File: src/rtl/joystick_pkg.sv
`default_nettype none
// +----------------------------------------------------------------------+
// | Module      : joystick_pkg                                           |
// | Description : Shared types and constants for the joystick ADC        |
// |               sequencer: direction codes, FSM state codes and the    |
// |               12-bit ADC mid-scale value.                            |
// | Revision    : 1.0 - initial release                                  |
// +----------------------------------------------------------------------+
package joystick_pkg;

  // Decoded joystick direction
  typedef logic [1:0] dir_t;
  localparam dir_t DIR_UP    = 2'd0;
  localparam dir_t DIR_DOWN  = 2'd1;
  localparam dir_t DIR_LEFT  = 2'd2;
  localparam dir_t DIR_RIGHT = 2'd3;

  // Sequencer FSM state codes
  typedef logic [2:0] state_t;
  localparam state_t ST_IDLE   = 3'd0;
  localparam state_t ST_CMD_X  = 3'd1;
  localparam state_t ST_WAIT_X = 3'd2;
  localparam state_t ST_CMD_Y  = 3'd3;
  localparam state_t ST_WAIT_Y = 3'd4;
  localparam state_t ST_UPDATE = 3'd5;

  // Centre code of a 12-bit ADC
  localparam logic [11:0] ADC_MID = 12'd2048;

endpackage
`default_nettype wire

File: src/rtl/joystick_dir_decode.sv
`default_nettype none
// +----------------------------------------------------------------------+
// | Module      : joystick_dir_decode                                    |
// | Description : Combinational direction decode of one X/Y sample pair. |
// |               The deflected axis with the larger deviation from the  |
// |               centre wins; X wins ties.                              |
// | Revision    : 1.0 - initial release                                  |
// +----------------------------------------------------------------------+
module joystick_dir_decode
  import joystick_pkg::*;
#(
  parameter int LOW_TH  = 1024,
  parameter int HIGH_TH = 3072
) (
  input  logic [11:0] x_i,
  input  logic [11:0] y_i,
  output logic        deflected_o,
  output dir_t        dir_o
);

  logic [12:0] dx, dy, adx, ady;
  logic        x_lo, x_hi, y_lo, y_hi;
  logic        x_defl, y_defl, x_wins;

  // 13-bit two's-complement deviations from centre and their magnitudes
  always_comb begin
    dx  = {1'b0, x_i} - {1'b0, ADC_MID};
    dy  = {1'b0, y_i} - {1'b0, ADC_MID};
    adx = dx[12] ? (~dx + 13'd1) : dx;
    ady = dy[12] ? (~dy + 13'd1) : dy;
  end

  // Threshold tests, winner selection and direction code
  always_comb begin
    x_lo        = x_i < 12'(LOW_TH);
    x_hi        = x_i > 12'(HIGH_TH);
    y_lo        = y_i < 12'(LOW_TH);
    y_hi        = y_i > 12'(HIGH_TH);
    x_defl      = x_lo | x_hi;
    y_defl      = y_lo | y_hi;
    deflected_o = x_defl | y_defl;
    // A non-deflected axis can never beat a deflected one on magnitude
    // with centred thresholds, but the explicit gating keeps the rule
    // correct for asymmetric threshold settings too.
    x_wins      = x_defl & (~y_defl | (adx >= ady));
    if (x_wins) begin
      dir_o = x_lo ? DIR_LEFT : DIR_RIGHT;
    end else begin
      dir_o = y_hi ? DIR_UP : DIR_DOWN;
    end
  end

endmodule
`default_nettype wire

File: src/rtl/joystick_adc_sequencer.sv
`default_nettype none
// +----------------------------------------------------------------------+
// | Module      : joystick_adc_sequencer                                 |
// | Description : Periodically requests X then Y conversions from an     |
// |               ADC command/response stream, publishes the pair and a  |
// |               decoded joystick direction.                            |
// | Revision    : 1.0 - initial release                                  |
// +----------------------------------------------------------------------+
module joystick_adc_sequencer
  import joystick_pkg::*;
#(
  parameter int CH_X       = 1,
  parameter int CH_Y       = 2,
  parameter int SAMPLE_DIV = 50000,
  parameter int TIMEOUT    = 1023,
  parameter int LOW_TH     = 1024,
  parameter int HIGH_TH    = 3072
) (
  input  logic        clock_clk,
  input  logic        reset_sink_reset_n,
  output logic        command_valid,
  output logic [4:0]  command_channel,
  output logic        command_startofpacket,
  output logic        command_endofpacket,
  input  logic        command_ready,
  input  logic        response_valid,
  input  logic [4:0]  response_channel,
  input  logic [11:0] response_data,
  input  logic        response_startofpacket,
  input  logic        response_endofpacket,
  output logic [11:0] x_data,
  output logic [11:0] y_data,
  output logic        sample_valid,
  output logic [1:0]  direction,
  output logic        dir_valid,
  output logic        timeout_err,
  output logic        tick_missed
);

  localparam int            PW       = $clog2(SAMPLE_DIV);
  localparam int            TW       = (TIMEOUT > 1) ? $clog2(TIMEOUT + 1) : 1;
  localparam logic [PW-1:0] PER_LAST = PW'(SAMPLE_DIV - 1);
  localparam logic [TW-1:0] TO_LAST  = TW'(TIMEOUT - 1);
  localparam logic [4:0]    CHX5     = 5'(CH_X);
  localparam logic [4:0]    CHY5     = 5'(CH_Y);

  state_t        state_q, state_d;
  logic [PW-1:0] period_q;
  logic [TW-1:0] tcnt_q, tcnt_d;
  logic [11:0]   xcap_q, xcap_d, ycap_q, ycap_d;
  logic [11:0]   x_data_q, y_data_q;
  dir_t          dir_q;
  logic          dir_valid_q, sample_valid_q, timeout_err_q, tick_missed_q;
  logic          tick, match_x, match_y, timeout_hit;
  logic          dec_deflected;
  dir_t          dec_dir;

  // Packet framing flags of the response stream carry no information here
  logic unused_resp_flags;
  assign unused_resp_flags = &{1'b0, response_startofpacket, response_endofpacket};

  assign tick    = (period_q == PER_LAST);
  assign match_x = response_valid && (response_channel == CHX5);
  assign match_y = response_valid && (response_channel == CHY5);

  joystick_dir_decode #(
    .LOW_TH  (LOW_TH),
    .HIGH_TH (HIGH_TH)
  ) u_dir_decode (
    .x_i         (xcap_q),
    .y_i         (ycap_q),
    .deflected_o (dec_deflected),
    .dir_o       (dec_dir)
  );

  // Free-running sample period counter; tick is its wrap cycle
  always_ff @(posedge clock_clk or negedge reset_sink_reset_n) begin
    if (!reset_sink_reset_n) begin
      period_q <= '0;
    end else if (tick) begin
      period_q <= '0;
    end else begin
      period_q <= period_q + PW'(1);
    end
  end

  // Sequencer next-state, response capture and timeout counting
  always_comb begin
    state_d     = state_q;
    tcnt_d      = tcnt_q;
    xcap_d      = xcap_q;
    ycap_d      = ycap_q;
    timeout_hit = 1'b0;
    case (state_q)
      ST_IDLE: begin
        if (tick) state_d = ST_CMD_X;
      end
      ST_CMD_X: begin
        if (command_ready) begin
          state_d = ST_WAIT_X;
          tcnt_d  = '0;
        end
      end
      ST_WAIT_X: begin
        if (match_x) begin
          xcap_d  = response_data;
          state_d = ST_CMD_Y;
        end else if (tcnt_q == TO_LAST) begin
          timeout_hit = 1'b1;
          state_d     = ST_IDLE;
        end else begin
          tcnt_d = tcnt_q + TW'(1);
        end
      end
      ST_CMD_Y: begin
        if (command_ready) begin
          state_d = ST_WAIT_Y;
          tcnt_d  = '0;
        end
      end
      ST_WAIT_Y: begin
        if (match_y) begin
          ycap_d  = response_data;
          state_d = ST_UPDATE;
        end else if (tcnt_q == TO_LAST) begin
          timeout_hit = 1'b1;
          state_d     = ST_IDLE;
        end else begin
          tcnt_d = tcnt_q + TW'(1);
        end
      end
      ST_UPDATE: begin
        state_d = ST_IDLE;
      end
      default: begin
        state_d = ST_IDLE;
      end
    endcase
  end

  // FSM, capture and output registers; outputs change only on UPDATE
  always_ff @(posedge clock_clk or negedge reset_sink_reset_n) begin
    if (!reset_sink_reset_n) begin
      state_q        <= ST_IDLE;
      tcnt_q         <= '0;
      xcap_q         <= ADC_MID;
      ycap_q         <= ADC_MID;
      x_data_q       <= ADC_MID;
      y_data_q       <= ADC_MID;
      dir_q          <= DIR_UP;
      dir_valid_q    <= 1'b0;
      sample_valid_q <= 1'b0;
      timeout_err_q  <= 1'b0;
      tick_missed_q  <= 1'b0;
    end else begin
      state_q        <= state_d;
      tcnt_q         <= tcnt_d;
      xcap_q         <= xcap_d;
      ycap_q         <= ycap_d;
      sample_valid_q <= (state_q == ST_UPDATE);
      timeout_err_q  <= timeout_hit;
      if (tick && (state_q != ST_IDLE)) begin
        tick_missed_q <= 1'b1;
      end
      if (state_q == ST_UPDATE) begin
        x_data_q    <= xcap_q;
        y_data_q    <= ycap_q;
        dir_valid_q <= dec_deflected;
        if (dec_deflected) begin
          dir_q <= dec_dir;
        end
      end
    end
  end

  assign command_valid         = (state_q == ST_CMD_X) || (state_q == ST_CMD_Y);
  assign command_startofpacket = command_valid;
  assign command_endofpacket   = command_valid;
  assign command_channel       = (state_q == ST_CMD_X) ? CHX5 :
                                 (state_q == ST_CMD_Y) ? CHY5 : 5'd0;
  assign x_data                = x_data_q;
  assign y_data                = y_data_q;
  assign sample_valid          = sample_valid_q;
  assign direction             = dir_q;
  assign dir_valid             = dir_valid_q;
  assign timeout_err           = timeout_err_q;
  assign tick_missed           = tick_missed_q;

endmodule
`default_nettype wire

File: config.mk
export PLATFORM = sky130hd
export DESIGN_NAME = joystick_adc_sequencer
export DESIGN_NICKNAME = d
export VERILOG_FILES = /design/src/rtl/joystick_pkg.sv /design/src/rtl/joystick_dir_decode.sv /design/src/rtl/joystick_adc_sequencer.sv
export SDC_FILE = /design/constraint.sdc
export NUM_CORES = 1
export LEC_CHECK = 0
export ABC_AREA = 0
export CAP_MARGIN = 20
export CORE_MARGIN = 5
export CORE_UTILIZATION = 55
export CTS_CLUSTER_DIAMETER = 50
export CTS_CLUSTER_SIZE = 30
export DETAILED_ROUTE_END_ITERATION = 8
export GPL_TIMING_DRIVEN = 1
export PLACE_DENSITY = 0.8
export SYNTH_ARGS = -nofsm -noshare
export SYNTH_HDL_FRONTEND = slang
export SYNTH_SLANG_ARGS = --single-unit
File: constraint.sdc
create_clock -name clock_clk -period 7.4 [get_ports clock_clk]
set_input_delay 2.22 -clock clock_clk [delete_from_list [all_inputs] [get_ports clock_clk]]
set_output_delay 2.22 -clock clock_clk [all_outputs]
set_load 0.05 [all_outputs]
==> summary.txt <==
Clock network
  • Clk Latency, worst-skew pair: 360 ps
  • CTS Sinks: between 80 and 90
  • Setup bufs post-CTS: 0
  • CTS Hold Bufs: 0
  • Clock slew at reported path FFs: 90 ps
  • CTS root buf: clkbuf_8
  • Clock H-tree levels: 3
  • Max clock buf depth: 2
  • Total CTS buffers: 9
  • CTS tree: yes
  • Post-CTS sizing: 0

Place
  • Post-DP HPWL: approximately 6600 µm
  • Gpl congestion: 0.860
  • Cell Area, Placed: between 0.004 and 0.005 mm²
  • DP Cell Count: a little under 600
  • Port bufs: 55

Logic synthesis
  • Unique masters post-synth: between 50 and 60
  • Synth area leaders: dfrtp_1 45%, nand2_1 7.2%, mux2_2 6.4%
  • Synth top cells by count: 84 x nand2_1, 79 x dfrtp_1, 44 x nor2_1
  • Mapped Cells: approximately 450
  • Synth Warn #: 0
  • Top_reg_cell synth: dfrtp_1
  • Post-synth top area share: 0.449
  • Synthesized area: 0.00440 mm²
  • Post-synthesis sequential area ratio: 0.473
  • Post-synth EDFFs: 0
  • Largest area contributor in the netlist: dfrtp_1
  • Most common cell in the netlist: nand2_1
  • Post-Syn Area per Cell: ~9.8 µm²
  • FFs w/ async S/R, synth: 1.00
  • Yosys reg bits: 83

Timing
  • Final period util: 0.600
  • Layout Skew: roughly 11 ps
  • Slew of the pin with the lowest slew margin: just over 800 ps
  • Min cycle time layout: between 4000 and 5000 ps
  • Max Slew Vio Count: 0
  • Setup TNS: 0 ps
  • RSZ-0062 raised after global routing: false
  • Highest clock rate: about 0.23 GHz
  • Final Hold Fails: 0
  • # setup viols final: 0
  • Slew headroom: 0.445
  • WHS: 467 ps

Critical path
  • Data required time of the worst path: 5180 ps
  • CP arrival: about 2200 ps
  • Worst setup SP type: flip-flop
  • Worst-path maximum fanout: 13
  • Critical path class: flip-flop to primary output
  • Worst Setup End Kind: primary output

Global route
  • Initial antenna violation count: 0
  • Largest net degree at the start of global routing: 84
  • Global-route wire length before repair: roughly 15,000 µm
  • Vias in the first global route: around 3,400
  • Total GRT Usage: 0.193
  • Global route overflow: 0

Hold path
  • Hold Path Class: flip-flop to flip-flop

Die
  • Chip Width: ~99 µm
  • Num rows: 32
  • Die Y: around 100 µm
  • Initial Utilization: 0.567
  • Die ar.: 0.00989 mm²
  • # IOs: 61
  • Core area: just under 0.008 mm²

Layout
  • # nets final: 542
  • Finished Core Util: 0.670
  • Antenna Cells: 0
  • Share of layout cells above drive strength 1: 0.123
  • Design area: approximately 0.0052 mm²
  • Layout area overhead: 18.3%
  • Final Non-Filler Cells: 608

Run
  • Max_cap viols: 0

Power
  • Power density over the cells: between 300 and 400 mW/mm²
  • P_leak: 2.43 nW
  • Worst vdd ir: approximately 0.00020 V

Detailed routing
  • DR pass1 iterations: 4
  • Post-DRT Antenna Nets: 0
  • 1st-iter DRT viols: between 100 and 150
  • Drc violations: 0
  • WL final: 9000 µm
  • DR vias: between 3,000 and 4,000
  • WL/cell: around 15 µm
  • Vias per cell: approximately 5.5

Run status
  • Status: complete, no violations
[registers in the layout, indices dropped and copies added, names as in the netlist]
name and cells:
direction 2, tcnt_q 10, y_data 12, timeout_err 1, tick_missed 1, x_data 12, dir_valid 1, xcap_q 12
period_q 16, state_q 3, sample_valid 1, ycap_q 12
[metal layers]
metal  global-route usage  vias up  wire, µm
li1                     -     1643         -
met1                0.236     1632      3840
met2                0.325       80      4510
met3               0.0526       15       468
met4               0.0746        0       188
met5                    0        -         0
[stage by stage]
stage	total power [mW]	setup WS [ps]
2_1_floorplan	1.16	3690
3_3_place_gp	1.31	2980
3_5_place_dp	1.35	2880
4_1_cts	1.65	2950
5_1_grt	1.77	2860
6_report	1.65	2960
[cell type report]
| type | count | area, µm² |
|---|---|---|
| fillers | 636 | 2560 |
| flip-flops and latches | 83 | 2080 |
| multi-input cells | 332 | 2160 |
| clock inverters | 6 | 47.5 |
| inverters | 18 | 67.6 |
| repair buffers | 57 | 583 |
| well taps | 102 | 128 |
| clock buffers | 10 | 138 |
[critical path, cell delays in order, from the launching register on]
cell and delay (ps):
dfrtp_1 590, nand2_1 260, inv_1 170, clkdlybuf4s50_1 830
[cells in the final DEF (no fill, tap or decap), drive strengths merged, types with 5 or more instances in the layout]
cell           count
dfrtp             79
conb               5
nor3              13
mux2              25
ha                18
xnor2             13
or4                7
xor2              19
nand2             84
o21ai             16
nand3             16
nor2              44
clkdlybuf4s50     54
inv               20
nand4              6
a21oi             19
clkbuf            10
[where the power goes]
part / leakage, nW / switching, mW / internal [mW] / total, mW
Clock: 0.0815 / 0.173 / 0.133 / 0.306
Sequential: 1.12 / 0.0811 / 0.515 / 0.596
Combinational: 1.24 / 0.442 / 0.302 / 0.744
Total: 2.43 / 0.696 / 0.950 / 1.65
[final timing paths]
| path | startpoint | endpoint | slack [ps] | cells after the start |
|---|---|---|---|---|
| max | state_q[0] | command_endofpacket | 2960 | 3 |
| min in group asynchronous | reset_sink_reset_n | sample_valid | 1790 | 1 |
| min | x_data[11] | x_data[11] | 470 | 2 |
| max in group asynchronous | reset_sink_reset_n | xcap_q[11] | 4970 | 2 |
| max reg2reg | ycap_q[1] | direction[0] | 4250 | 12 |
| min reg2reg | x_data[11] | x_data[11] | 470 | 2 |
[cell families after synthesis]
group	share of synthesized area
AOI/OAI and AO/OA	0.0970
xor gates and xnor gates	0.0637
adders and majority gates	0.0512
buffers and inverters	0.0387
DFF	0.473
muxes	0.0662
other	0.00171
and+or+nand+nor	0.208
Power figures use the tool's default switching activity.
